==> src/rtl/shift_seq_pkg.sv <==
// Shared encodings for the multi-cycle shift sequencer: op codes, FSM states, step sizes.
package shift_seq_pkg;

  localparam logic [1:0] OP_SLL = 2'b00;
  localparam logic [1:0] OP_SRL = 2'b01;
  localparam logic [1:0] OP_RSV = 2'b10;
  localparam logic [1:0] OP_SRA = 2'b11;

  typedef enum logic [1:0] {
    IDLE  = 2'b00,
    SHIFT = 2'b01,
    DONE  = 2'b10
  } state_t;

  localparam int unsigned STEP_1 = 1;
  localparam int unsigned STEP_4 = 4;

endpackage

==> src/rtl/shift_sequencer_if.sv <==
// Request/result handshake bundle between the EX stage and the shift sequencer.
interface shift_sequencer_if #(
  parameter int XLEN = 32,
  parameter int SHW  = 5
);
  logic            in_valid;
  logic            in_ready;
  logic [1:0]      in_op;
  logic [XLEN-1:0] in_data;
  logic [SHW-1:0]  in_shamt;
  logic            out_valid;
  logic            out_ready;
  logic [XLEN-1:0] out_data;

  modport master (
    output in_valid, in_op, in_data, in_shamt, out_ready,
    input  in_ready, out_valid, out_data
  );

  modport slave (
    input  in_valid, in_op, in_data, in_shamt, out_ready,
    output in_ready, out_valid, out_data
  );
endinterface

==> src/rtl/shift_sequencer_shift_step.sv <==
// Combinational single step of the shift datapath: moves the word by 1 or 4 positions.
module shift_step
  import shift_seq_pkg::*;
#(
  parameter int XLEN = 32
) (
  input  logic [XLEN-1:0] data,
  input  logic [1:0]      op,
  input  logic            step4,
  output logic [XLEN-1:0] shifted
);

  logic [2:0] amt;

  assign amt = step4 ? 3'(STEP_4) : 3'(STEP_1);

  always_comb begin
    shifted = data;
    case (op)
      OP_SLL:  shifted = data << amt;
      OP_SRL:  shifted = data >> amt;
      OP_SRA:  shifted = $unsigned($signed(data) >>> amt);
      default: shifted = data;
    endcase
  end

endmodule

==> src/rtl/shift_sequencer.sv <==
// Multi-cycle SLL/SRL/SRA unit reusing one shift step per cycle.
// Optional SHIFT_SEQ_FAST_EN: take 4-position steps while at least 4 remain.
//
// state | meaning
// IDLE  | ready for a request, out_data holds last result
// SHIFT | working register stepping, count = positions left
// DONE  | result presented, waiting for out_ready
module shift_sequencer
  import shift_seq_pkg::*;
#(
  parameter int XLEN = 32,
  parameter int SHW  = 5
) (
  input  logic                clk,
  input  logic                rst,
  input  logic                flush,
  shift_sequencer_if.slave    bus,
  output logic                busy
);

  state_t          state_q, state_d;
  logic [XLEN-1:0] work_q, work_d;
  logic [SHW-1:0]  count_q, count_d;
  logic [1:0]      op_q, op_d;
  logic [XLEN-1:0] res_q, res_d;
  logic [XLEN-1:0] step_out;
  logic            step4;
  logic [SHW-1:0]  step_amt;

`ifdef SHIFT_SEQ_FAST_EN
  assign step4 = (count_q >= SHW'(STEP_4));
`else
  assign step4 = 1'b0;
`endif

  assign step_amt = step4 ? SHW'(STEP_4) : SHW'(STEP_1);

  shift_step #(.XLEN(XLEN)) u_step (
    .data    (work_q),
    .op      (op_q),
    .step4   (step4),
    .shifted (step_out)
  );

  always_ff @(posedge clk or negedge rst) begin
    if (!rst) begin
      state_q <= IDLE;
      work_q  <= '0;
      count_q <= '0;
      op_q    <= OP_SLL;
      res_q   <= '0;
    end else begin
      state_q <= state_d;
      work_q  <= work_d;
      count_q <= count_d;
      op_q    <= op_d;
      res_q   <= res_d;
    end
  end

  always_comb begin
    state_d       = state_q;
    work_d        = work_q;
    count_d       = count_q;
    op_d          = op_q;
    res_d         = res_q;
    bus.in_ready  = 1'b0;
    bus.out_valid = 1'b0;
    busy          = 1'b0;

    case (state_q)
      IDLE: begin
        bus.in_ready = 1'b1;
        if (bus.in_valid) begin
          work_d  = bus.in_data;
          op_d    = bus.in_op;
          count_d = bus.in_shamt;
          if (bus.in_shamt != '0 && bus.in_op != OP_RSV) begin
            state_d = SHIFT;
          end else begin
            state_d = DONE;
            res_d   = bus.in_data;
          end
        end
      end
      SHIFT: begin
        busy    = 1'b1;
        work_d  = step_out;
        count_d = count_q - step_amt;
        if (count_d == '0) begin
          state_d = DONE;
          res_d   = step_out;
        end
      end
      DONE: begin
        busy          = 1'b1;
        bus.out_valid = 1'b1;
        if (bus.out_ready) state_d = IDLE;
      end
      default: state_d = IDLE;
    endcase

    // Abort wins over accept and completion; the visible result must not move.
    if (flush) begin
      state_d = IDLE;
      res_d   = res_q;
    end
  end

  assign bus.out_data = res_q;

endmodule

==> src/flat_wrapper.sv <==
// flat-port wrapper written by rule: the top's interface ports become plain ports
module shift_sequencer_flat import shift_seq_pkg::*;
#(
  parameter int XLEN = 32,
  parameter int SHW  = 5
)
  (clk, rst, flush, busy, bus_in_valid, bus_in_op, bus_in_data, bus_in_shamt, bus_out_ready, bus_in_ready, bus_out_valid, bus_out_data);
  shift_sequencer_if #(.XLEN(XLEN), .SHW(SHW)) bus_i ();
  input  logic clk;
  input  logic rst;
  input  logic flush;
  output logic busy;
  input wire logic [$bits(bus_i.in_valid)-1:0] bus_in_valid;
  input wire logic [$bits(bus_i.in_op)-1:0] bus_in_op;
  input wire logic [$bits(bus_i.in_data)-1:0] bus_in_data;
  input wire logic [$bits(bus_i.in_shamt)-1:0] bus_in_shamt;
  input wire logic [$bits(bus_i.out_ready)-1:0] bus_out_ready;
  output wire logic [$bits(bus_i.in_ready)-1:0] bus_in_ready;
  output wire logic [$bits(bus_i.out_valid)-1:0] bus_out_valid;
  output wire logic [$bits(bus_i.out_data)-1:0] bus_out_data;
  assign bus_i.in_valid = bus_in_valid;
  assign bus_i.in_op = bus_in_op;
  assign bus_i.in_data = bus_in_data;
  assign bus_i.in_shamt = bus_in_shamt;
  assign bus_i.out_ready = bus_out_ready;
  assign bus_in_ready = bus_i.in_ready;
  assign bus_out_valid = bus_i.out_valid;
  assign bus_out_data = bus_i.out_data;
  shift_sequencer #(.XLEN(XLEN), .SHW(SHW)) u_core (.clk(clk), .rst(rst), .flush(flush), .bus(bus_i), .busy(busy));
endmodule
==> config.mk <==
export PLATFORM = sky130hd
export DESIGN_NAME = shift_sequencer_flat
export DESIGN_NICKNAME = d
export VERILOG_FILES = /design/src/rtl/shift_seq_pkg.sv /design/src/rtl/shift_sequencer_if.sv /design/src/rtl/shift_sequencer_shift_step.sv /design/src/rtl/shift_sequencer.sv /design/src/flat_wrapper.sv
export SDC_FILE = /design/constraint.sdc
export NUM_CORES = 1
export LEC_CHECK = 0
export ABC_AREA = 1
export CORE_AREA = 3 3 97 99
export CTS_CLUSTER_DIAMETER = 100
export DETAILED_ROUTE_END_ITERATION = 8
export DIE_AREA = 0 0 100 102
export GPL_TIMING_DRIVEN = 0
export PLACE_DENSITY = 0.75
export SLEW_MARGIN = 20
export SYNTH_ARGS = -nofsm -noshare
export SYNTH_HDL_FRONTEND = slang
export SYNTH_SLANG_ARGS = --single-unit
==> constraint.sdc <==
create_clock -name clk -period 1.45 [get_ports clk]
set_input_delay 0.2175 -clock clk [delete_from_list [all_inputs] [get_ports clk]]
set_output_delay 0.2175 -clock clk [all_outputs]
set_load 0.05 [all_outputs]
==> results.cfg, run 1 <==
[synthesis]
syn_area_per_cell_um2 = 7.94
syn_inst = 505
syn_area_mm2 = 0.00401
synthAdderAreaFrac = 0.0156
syn_nets = 554
synthFlopType = dfrtp_1
yosys_warnings = 0
synthTopCellsByArea = dfrtp_1, nand2_1, nand2_2
synth-seq-cells = 73
synth_top_family_by_area = simple AND/OR/NAND/NOR gates
yosysMostFrequentCell = nand2_1
seq_area_frac_synth = 0.456
yosys.area.top_type = dfrtp_1
synth-simple-area-share = 0.272
synth_xor_area_frac = 0
synth.distinct_cells = 29
yosysTopAreaCellShare = 0.456
synthTopCellsByCount = nand2_1, dfrtp_1, inv_1
synth_compound_area_frac = 0.158
async_flop_share = 1.00
synth_mux_area_frac = 0.00562
synth_edf_count = 0

[timing]
finalSetupViolations = 76
relSlewSlack = 0.681
setup_slack_ps = -296
tightest_slew_ps = 480
final_hold_viol_count = 0
rsz0062_at_grt = true
finClkSkew_ps = 12.5
fin_setup_tns_ps = -13820
slew_violations = 0
clock.fmax_mhz = 573
period_share = 1.20
period_minus_slack_ps = 1750

[place]
dp_hpwl_um = 7170
place.gp.congestion = 0.792
io_buffer_count = 78

[die]
rows = 34
die_w_um = 100
core_mm2 = 0.00864
die_h_um = 102
dieArea_mm2 = 0.0102
num_io_pins = 79
start_util = 0.464

[worst_setup_path]
r2r_end = u_core.bus.out_data[4]
ff2ff_setup_slack_ps = -300
critPathLaunch = u_core.state_q[0]
start_kind = flop
critical_path.max_fanout = 8
endpoint = u_core.bus.out_data[4]
crit_required_ps = 1710
crit_arrival_ps = 2010
rr_worst_depth = 11
worst_setup_path_end_kind = flop
crit_type = reg2reg
r2r-start = u_core.state_q[0]

[global_routing]
antenna_found_initial = 0
grt_overflow = 0
grt_max_degree = 51
grt_pass1_vias = 3741
grt.total_usage = 0.214
grt_pass1_wl_um = 17700

[pwr]
leakagePower_nw = 2.90
p_total_mw = 17.9
ir_worst_vdd_mv = 2.14
power_density_mw_per_mm2 = 2760

[route]
wirelength_um = 13300
drc = 0
first_pass_iters = 5
drt_iter0_drc = 285
wire_per_inst_um = 17.8
num_vias = 4118
drtAntennaViolNets = 0
viasPerCell = 5.54

[clock_tree]
cts_made_buffers = 9
cts_sinks = 73
clockRootBuffer = clkbuf_8
clockBufferDepth = 2
cts_tree = done
cts_htree_levels = 3
clock_latency_ps = 370
clk_pin_slew_ps = 80

[finish]
diodes = 0
fin_nets = 680
layout-drive-gt1-share = 0.491
syn2layout_area_growth_pct = 61.6

[min_path]
worst_hold_path_type = in2async

[outcome]
status = finished with violations
failed_checks = negative setup slack

[run]
cap_violations = 0
[logic make-up (layout without fill, tap and decap cells)]
group                    count (synthesis)  count (layout)
AO/OA/AOI/OAI                          108             108
adder cells (fa/ha/maj)                  5               5
buffers and inverters                   76             205
flip-flops                              73              73
multiplexers                             2               2
AND/OR/NAND/NOR                        241             242
[placed cells by master (no fill, tap or decap), types with 8 or more instances in the layout]
cell             netlist  layout
a22oi_1               30      25
nand2_1              120      79
inv_1                 43      36
clkbuf_2               0      22
clkdlybuf4s15_2        0      11
nand3_1               35       8
a21oi_2                2      16
dfrtp_1               73      73
buf_8                  0      13
o21ai_2                0      28
nor2_2                 2       9
buf_6                  3      15
clkbuf_8               0      10
buf_4                  1      22
nand2_2               37      71
nor2_1                41      28
a21oi_1               36      20
nand3_2                0      22
clkdlybuf4s50_1        0      42
[power by group]
| part | internal [mW] | switching [mW] | total [mW] |
|---|---|---|---|
| clock | 1.35 | 0.797 | 2.15 |
| sequential | 3.03 | 1.02 | 4.05 |
| combinational | 4.68 | 6.99 | 11.7 |
| total | 9.06 | 8.80 | 17.9 |
[final cells by class]
cell class | count | area (um^2)
Inverter | 46 | 185
Buffer | 29 | 347
Fill cell | 556 | 2160
Clock buffer | 10 | 138
Tap cell | 108 | 135
Sequential cell | 73 | 1830
Multi-Input combinational cell | 357 | 2550
Timing Repair Buffer | 115 | 1170
Clock inverter | 5 | 128
[through the flow]
step	hold slack, ps	util	cells	setup WS [ps]	cell area [um^2]
after global placement	453	0.580	691	-2370	5010
after detailed placement	144	0.583	692	-306	5030
after floorplan	-78.1	-	505	-37.4	4090
after global routing	326	0.750	743	-340	6480
final	301	0.750	743	-296	6480
after CTS	301	0.649	724	-188	5600
[state kept, by name, indices dropped and copies added (netlist names)]
signal / cells
u_core.op_q: 2
u_core.work_q: 32
u_core.state_q: 2
u_core.count_q: 5
u_core.bus.out_data: 32
[worst min-delay path by stage]
stage                                         to                   start  slack [ps]
after CTS                 u_core.bus.out_data[9]                     rst         300
final                     u_core.bus.out_data[9]                     rst         300
after detailed placement  u_core.bus.out_data[9]                     rst         140
after global placement    u_core.bus.out_data[3]  u_core.bus.out_data[3]         450
after floorplan           u_core.bus.out_data[0]                     rst         -80
after global routing      u_core.bus.out_data[9]                     rst         330
[layer usage]
layer / global-route usage / up-vias / share of wire / routed length (um)
li1: - / 1917 / - / -
met1: 0.289 / 1975 / 0.40 / 5340
met2: 0.352 / 193 / 0.51 / 6780
met3: 0.0348 / 33 / 0.061 / 809
met4: 0.0788 / 0 / 0.024 / 323
met5: 0 / - / 0 / 0
[critical path, cell delays in order, from the launching register on]
cell and delay, ps:
dfrtp_1 430, buf_6 140, ha_4 200, nand2_2 90, nor2_2 50, nor2_4 150, nand2_4 110, inv_4 90
nand2_8 100, clkbuf_16 180, nand2_2 50, nand2_1 50
[what timing repair did]
item                                    4_1_cts  5_1_grt
hold buffers                                  1        0
endpoints found under the setup margin      106       95
endpoints found under the hold margin        23        0
cloned                                        3        6
pin swaps                                    10       44
setup buffers                                15       15
resized for setup                           151      208
No activity file was read; power rests on OpenSTA's default activity.
==> run 2, diff against run 1 <==
CTS_CLUSTER_SIZE = 16   (was not set)
GPL_ROUTABILITY_DRIVEN = 0   (was not set)
==> results of run 2 <==
No change in the layout: final DEF, timing and power equal those of run 1.
